$ cat config.mk
export PLATFORM = sky130hd
export DESIGN_NAME = scan_mux_reg
export DESIGN_NICKNAME = d
export VERILOG_FILES = /design/src/rtl/scan_mux_reg_pkg.sv /design/src/rtl/scan_mux_seq.sv /design/src/rtl/scan_mux_reg.sv
export SDC_FILE = /design/constraint.sdc
export NUM_CORES = 1
export LEC_CHECK = 0
export BUFFER_PORTS_ARGS = -buffer_cell sky130_fd_sc_hd__buf_2
export CELL_PAD_IN_SITES_DETAIL_PLACEMENT = 0
export CELL_PAD_IN_SITES_GLOBAL_PLACEMENT = 1
export CORE_MARGIN = 1.5
export CORE_UTILIZATION = 40
export CTS_CLUSTER_DIAMETER = 40
export DETAILED_ROUTE_END_ITERATION = 12
export PLACE_DENSITY_LB_ADDON = 0.1
export SYNTH_ARGS = -nofsm -noshare
export SYNTH_HDL_FRONTEND = slang
export SYNTH_SLANG_ARGS = --single-unit
$ cat constraint.sdc
create_clock -name clk -period 3 [get_ports clk]
set_input_delay 0.45 -clock clk [delete_from_list [all_inputs] [get_ports clk]]
set_output_delay 0.45 -clock clk [all_outputs]
set_load 0.02 [all_outputs]
$ cat src/rtl/scan_mux_reg_pkg.sv
// Shared part-model package: mode encoding and select-width helper.
package scan_mux_reg_pkg;

  localparam logic MODE_DIRECT = 1'b0;
  localparam logic MODE_SCAN   = 1'b1;

  // Bits needed to index n items, never less than one.
  function automatic int unsigned sel_width(input int unsigned n);
    return (n > 32'd2) ? 32'($clog2(n)) : 32'd1;
  endfunction

endpackage

$ cat src/rtl/scan_mux_seq.sv
// Scan sequencer: channel/dwell counters, stall handling, mode-change clearing.
// Ports:
//   clk, reset      clock, async active-high reset
//   en              block enable (inverse of enb_n)
//   mode            0 = direct, 1 = scan
//   y_valid         current registered valid flag of the output stage
//   y_ready         consumer accepts the current sample
//   ch              channel to sample next in scan mode
//   capture_c       this edge captures din[ch] into the output registers
//   mode_chg_c      this edge is the first one with a new mode
module scan_mux_seq
  import scan_mux_reg_pkg::*;
#(
  parameter  int unsigned NCH   = 2,
  parameter  int unsigned DWELL = 4,
  localparam int unsigned SELW  = sel_width(NCH)
) (
  input  logic            clk,
  input  logic            reset,
  input  logic            en,
  input  logic            mode,
  input  logic            y_valid,
  input  logic            y_ready,
  output logic [SELW-1:0] ch,
  output logic            capture_c,
  output logic            mode_chg_c
);

  localparam int unsigned     DW      = sel_width(DWELL);
  localparam logic [DW-1:0]   D_LAST  = DW'(DWELL - 1);
  localparam logic [SELW-1:0] CH_LAST = SELW'(NCH - 1);

  logic [DW-1:0] d;
  logic          mode_q;
  logic          mode_known;
  logic          at_last;

  // mode_known suppresses a spurious mode change on the first edge after reset,
  // so a scan started straight out of reset still sees a full DWELL.
  assign mode_chg_c = en && mode_known && (mode != mode_q);
  assign at_last    = (d == D_LAST);
  assign capture_c  = en && !mode_chg_c && (mode == MODE_SCAN) && at_last
                      && (!y_valid || y_ready);

  // Counter update; a stalled sample holds both ch and d.
  always_ff @(posedge clk or posedge reset) begin
    if (reset) begin
      ch         <= '0;
      d          <= '0;
      mode_q     <= MODE_DIRECT;
      mode_known <= 1'b0;
    end else if (en) begin
      mode_q     <= mode;
      mode_known <= 1'b1;
      if (mode_chg_c) begin
        ch <= '0;
        d  <= '0;
      end else if (mode == MODE_SCAN) begin
        if (!at_last) begin
          d <= d + 1'b1;
        end else if (capture_c) begin
          d  <= '0;
          ch <= (ch == CH_LAST) ? '0 : ch + 1'b1;
        end
      end
    end
  end

endmodule

$ cat src/rtl/scan_mux_reg.sv
// Registered N-channel data selector with latched select, optional inversion,
// emulated output enable and an auto-scan mode with valid/ready output.
// Ports:
//   clk, reset  clock, async active-high reset
//   din         NCH channels, channel k at [k*WIDTH +: WIDTH]
//   sel, load   direct-mode select and its latch strobe
//   enb_n       active-low enable; high freezes the block and drops y_oe
//   mode        0 = direct, 1 = scan
//   y_ready     consumer accepts the current sample (scan mode)
//   y, y_ch     registered sample and the channel it came from
//   y_oe        registered output-enable flag
//   y_valid     y holds a fresh sample
module scan_mux_reg
  import scan_mux_reg_pkg::*;
#(
  parameter  int unsigned WIDTH  = 4,
  parameter  int unsigned NCH    = 2,
  parameter  int unsigned DWELL  = 4,
  parameter  bit          INVERT = 1'b0,
  localparam int unsigned SELW   = sel_width(NCH)
) (
  input  logic                 clk,
  input  logic                 reset,
  input  logic [NCH*WIDTH-1:0] din,
  input  logic [SELW-1:0]      sel,
  input  logic                 load,
  input  logic                 enb_n,
  input  logic                 mode,
  input  logic                 y_ready,
  output logic [WIDTH-1:0]     y,
  output logic                 y_oe,
  output logic [SELW-1:0]      y_ch,
  output logic                 y_valid
);

  logic             en;
  logic [SELW-1:0]  sel_q;
  logic [SELW-1:0]  scan_ch;
  logic [SELW-1:0]  src_ch;
  logic             capture_c;
  logic             mode_chg_c;
  logic [WIDTH-1:0] chan [NCH];
  logic [WIDTH-1:0] pick;

  assign en = !enb_n;

  // Unpack the flat channel bus.
  for (genvar k = 0; k < NCH; k++) begin : g_chan
    assign chan[k] = din[k*WIDTH +: WIDTH];
  end

  // Inversion sits before the register so the reset value stays zero.
  assign src_ch = (mode == MODE_SCAN) ? scan_ch : sel_q;
  assign pick   = INVERT ? ~chan[src_ch] : chan[src_ch];

  scan_mux_seq #(
    .NCH   (NCH),
    .DWELL (DWELL)
  ) u_seq (
    .clk        (clk),
    .reset      (reset),
    .en         (en),
    .mode       (mode),
    .y_valid    (y_valid),
    .y_ready    (y_ready),
    .ch         (scan_ch),
    .capture_c  (capture_c),
    .mode_chg_c (mode_chg_c)
  );

  // Select latch and output registers.
  always_ff @(posedge clk or posedge reset) begin
    if (reset) begin
      sel_q   <= '0;
      y       <= '0;
      y_oe    <= 1'b0;
      y_ch    <= '0;
      y_valid <= 1'b0;
    end else begin
      y_oe <= en;
      if (en) begin
        // Out-of-range selects are dropped so sel_q always names a real channel.
        if (load && (32'(sel) < NCH)) sel_q <= sel;
        if (mode_chg_c) begin
          y_valid <= 1'b0;
        end else if (mode == MODE_DIRECT) begin
          y       <= pick;
          y_ch    <= sel_q;
          y_valid <= 1'b1;
        end else if (capture_c) begin
          y       <= pick;
          y_ch    <= scan_ch;
          y_valid <= 1'b1;
        end else if (y_ready) begin
          y_valid <= 1'b0;
        end
      end
    end
  end

endmodule

# Yosys cells after proc, flatten, opt, wreduce, memory -nomap -nowiden
# Cells that the tools add are included.
[word_totals] output_inout_bits=7 reg_bits=13 elab_cells=59
[classes] bitwise=3 addsub=2 reduce_logical=18 magnitude_cmp=1 eq_ne=5 muxes=21
[ops] cell="4-bit two-way mux" n=5
[ops] cell="1-bit two-way mux" n=12
[ops] cell="2-bit two-way mux" n=4
[ops] cell="1-bit logical AND" n=6
[ops] cell="3-bit AND reduction" n=2
[ops] cell="2-bit nonzero test" n=3
[ops] cell="4-bit by 1-bit != test with 1-bit output (second input constant)" n=1
[ops] cell="2-bit AND reduction" n=2
[ops] cell="4-bit AND reduction" n=1
[ops] cell="1-bit zero test" n=3
[ops] cell="3-bit by 2-bit != test with 1-bit output (second input constant)" n=1
[ops] cell="2-bit by 1-bit adder with 2-bit output (second input constant)" n=1
[ops] cell="2-bit == test (second input constant)" n=1
[ops] cell="2-bit >= comparator (second input constant)" n=1
[ops] cell="2-bit by 1-bit != test with 1-bit output (second input constant)" n=1
[ops] cell="1-bit inverter" n=2
[ops] cell="1-bit inverter with 2-bit output" n=1
[ops] cell="1-bit adder (second input constant)" n=1
[ops] cell="1-bit logical OR" n=1
[ops] cell="1-bit != test" n=1

# Depth between registers and ports, before layout
[depth] depth_word=12 ltp_mapped=5 ltp_nobuf=5

# By module
# Synthesis repeated with hierarchy kept, for this count alone.
[hier_totals] hier_cells=57 hier_area_um2=650.6
[modules_own_cells] mod="scan_mux_reg" instances=1 cells_per_inst=29 seq_area_each_um2=200.2 area_per_inst_um2=380.4
[modules_own_cells] mod="scan_mux_seq" instances=1 cells_per_inst=28 seq_area_each_um2=125.1 area_per_inst_um2=270.3

# Worst setup path before layout
# OpenSTA, ideal clock, no wires.
[synth_timing] kind="input -> register" start="in mode" end="reg y[0]" n_path_buf=1 stages=4 arrival_ns=1.544 setup_time_ns=0.125 slack_ns=1.331 required_time_ns=2.875 cell_sequence="buf_6 -> mux2i_1 -> mux2_2 -> mux2_4"
[synth_via] elab_chain_cells=9
[synth_lines] item="from (decl)" line="scan_mux_reg.sv:28" rtl="input logic mode,"
[synth_lines] item="1-bit != test" line="scan_mux_seq.sv:40" rtl="assign mode_chg_c = en && mode_known && (mode != mode_q);"
[synth_lines] item="1-bit logical AND" line="scan_mux_seq.sv:40"
[synth_lines] item="1-bit zero test" line="scan_mux_seq.sv:42" rtl="assign capture_c = en && !mode_chg_c && (mode == MODE_SCAN) && at_last"
[synth_lines] item="1-bit logical AND (3 in a row)" line="scan_mux_seq.sv:42"
[synth_lines] item="1-bit logical AND" line="scan_mux_seq.sv:43" rtl="&& (!y_valid || y_ready);"
[synth_lines] item="2-bit by 1-bit != test with 1-bit output (no line)"
[synth_lines] item="3-bit AND reduction (no line)"
[synth_lines] item="to (signal assigned)" line="scan_mux_reg.sv:87" rtl="y <= pick;"
[synth_lines] item="to (signal assigned)" line="scan_mux_reg.sv:91" rtl="y <= pick;"
[synth_lines] item="to (decl)" line="scan_mux_reg.sv:30" rtl="output logic [WIDTH-1:0] y,"
# Several ways; a longest one is shown, not always the timed one. The select of a mux whose other input is x is not followed.
# A chain may end at the register's enable or synchronous reset.

# Final worst setup path
[layout_timing] start="in mode" end="reg y[2]"
# Same word-level chain as after synthesis.

==> flow_summary.toml <==
[status]
outcome = "finished clean"

[power_and_ir_drop]
leakagePower_nw = 0.425
ir_drop_uv = 368
powerDensity_mw_per_mm2 = 682

[clock_network]
clock_latency_ns = 0.26
clock-sinks = 13
hold_buffers = 0
h-tree-depth = 1
cts_resized = 0
cts_inserted_buffers = 3
cts-root-buf = "clkbuf_4"
cts_tree = "built"
post_cts_buffers = 0
cts_max_path_buffers = 2
clk_pin_slew_ns = 0.08

[synth]
synth.distinct_cells = 23
syn-cell-area_um2 = 676
syn_area_per_cell_um2 = 12.5
async_flop_share = 1.00
synth_ff_type = "dfrtp_1"
yosysTopAreaCellShare = 0.481
ys_seq_area_frac = 0.481
ys_ff_latch = 13
yosys_warnings = 0
yosysMostFrequentCell = "dfrtp_1"
synth_edf_count = 0
synthCells = 54
synth_top_area_cell = "dfrtp_1"
ys_top_cells_by_count = "dfrtp_1, mux2_2, inv_1, mux2_4"
synth_area_leaders = "dfrtp_1, mux2_4, mux2_2"
syn-num-nets = 70

[flow_run]
drv_cap = 0

[place]
io_buffer_count = 21
post-dp-hpwl_um = 922
place_congestion = 0.719

[worst_setup_path]
critical_path.max_fanout = 7
startpoint_type = "input port"
worstPathRequired_ns = 3.16
crit_type = "input port to flip-flop"
crit_arrival_ns = 1.76
cp-end-kind = "flip-flop"

[global_routing]
grt_pass1_wl_um = 2090
grt_max_degree = 14
antenna_found_initial = 0
grt_overflow_total = 0
grtUsageTotal = 0.144
grt_pass1_vias = 468

[sta]
finalSetupTns_ns = 0
final.period_utilization = 0.533
rsz0062_at_grt = "no"
worst_slew_pin_slew_ns = 0.505
slew_headroom = 0.663
maxSlewViolCount = 0
setup_viol = 0
hold_viol = 0
skew_ns = 0.000769
clock.fmax_mhz = 625
layout_min_cycle_time_ns = 1.60

[route]
routedWlPerCell_um = 13.0
viasPerCell = 4.92
drt_iter0_markers = 4
drc = 0
first_pass_iters = 4
ant_nets = 0
wl_um = 1210
vias = 458

[cells_and_area]
finalCoreUtilization = 0.527
layout.nets = 94
areaGrowthSynthToFinish_pct = 20.2
diodes = 0
fillers = 155
drive_gt1_frac = 0.481

[die]
die_h_um = 44.1
die_area_mm2 = 0.00194
dieWidth_um = 44.1
num_rows = 14
ios = 22
core_area_mm2 = 0.00154
initial_core_util = 0.438

[min_path]
hold_class = "input port to asynchronous set/reset pin"
-- final cells by class --
cell class                 count  area [µm²]  area share
clock buffer                   4        26.3      0.0324
tap                           16        20.0      0.0247
sequential                    13         325       0.401
multi-input combinational     35         320       0.394
timing repair buffer          21         105       0.129
inverter                       4        15.0      0.0185
-- critical path: stages --
cell and delay, ns:
buf_2 0.18, mux2i_1 0.46, mux2_2 0.41, mux2_4 0.27
-- report_power, final --
part,internal (mW),switching (mW),leakage (nW)
sequential,0.220,0.0302,0.157
combinational,0.0992,0.0989,0.253
clock,0.0513,0.0548,0.0150
-- final timing paths --
| check | slack, ns | cells past startpoint | end | from |
|---|---|---|---|---|
| worst max register to register | 1.41 | 3 | y[2] | u_seq.ch |
| max in group asynchronous | 2.47 | 2 | u_seq.d[1] | reset |
| worst max-delay path | 1.40 | 4 | y[2] | mode |
| worst min-delay path | 0.20 | 2 | y[2] | reset |
| min in group clk | 0.42 | 2 | sel_q | sel |
| worst min register to register | 0.50 | 1 | u_seq.d[1] | u_seq.d[1] |
-- metal layers --
layer | track usage | wire length (µm) | part of all wire | vias to the layer above
li1 | - | - | - | 235
met1 | 0.189 | 625 | 0.52 | 210
met2 | 0.244 | 530 | 0.44 | 13
met3 | 0.0408 | 51 | 0.042 | 0
met4 | 0.0182 | 0 | 0 | 0
met5 | 0 | 0 | 0 | -
-- per-stage QoR --
stage | power (mW) | hold slack, ns | instance area, µm² | setup WS, ns | instances
after floorplan | 0.393 | 0.327 | 676 | 1.33 | 54
after detailed placement | 0.451 | 0.489 | 786 | 1.09 | 89
after CTS | 0.562 | 0.213 | 812 | 1.39 | 93
final | 0.554 | 0.196 | 812 | 1.40 | 93
after global routing | 0.589 | 0.235 | 812 | 1.33 | 93
after global placement | 0.448 | 0.482 | 786 | 1.10 | 89
-- cells by family after synthesis --
group,synth area share
AOI/OAI and AO/OA,0.120
and+or+nand+nor,0.0944
buffers and inverters,0.0444
muxes,0.217
xor gates and xnor gates,0.0241
DFF,0.481
adders and majority gates,0.0185
-- cell usage in the layout (no fill, tap or decap), types with 3 or more instances in the layout --
| cell | instances |
|---|---|
| mux2_4 | 4 |
| inv_1 | 4 |
| nand2_1 | 3 |
| mux2_2 | 5 |
| dfrtp_1 | 13 |
| o21ai_0 | 3 |
| clkbuf_4 | 3 |
| mux2i_1 | 3 |
| buf_2 | 21 |
-- registers in the layout (all words and copies together), names as in the netlist --
| name | cells |
|---|---|
| y | 4 |
| y_ch | 1 |
| sel_q | 1 |
| u_seq.mode_known | 1 |
| u_seq.ch | 1 |
| u_seq.d | 2 |
| y_oe | 1 |
| y_valid | 1 |
| u_seq.mode_q | 1 |
(Power assumes the default switching activity.)
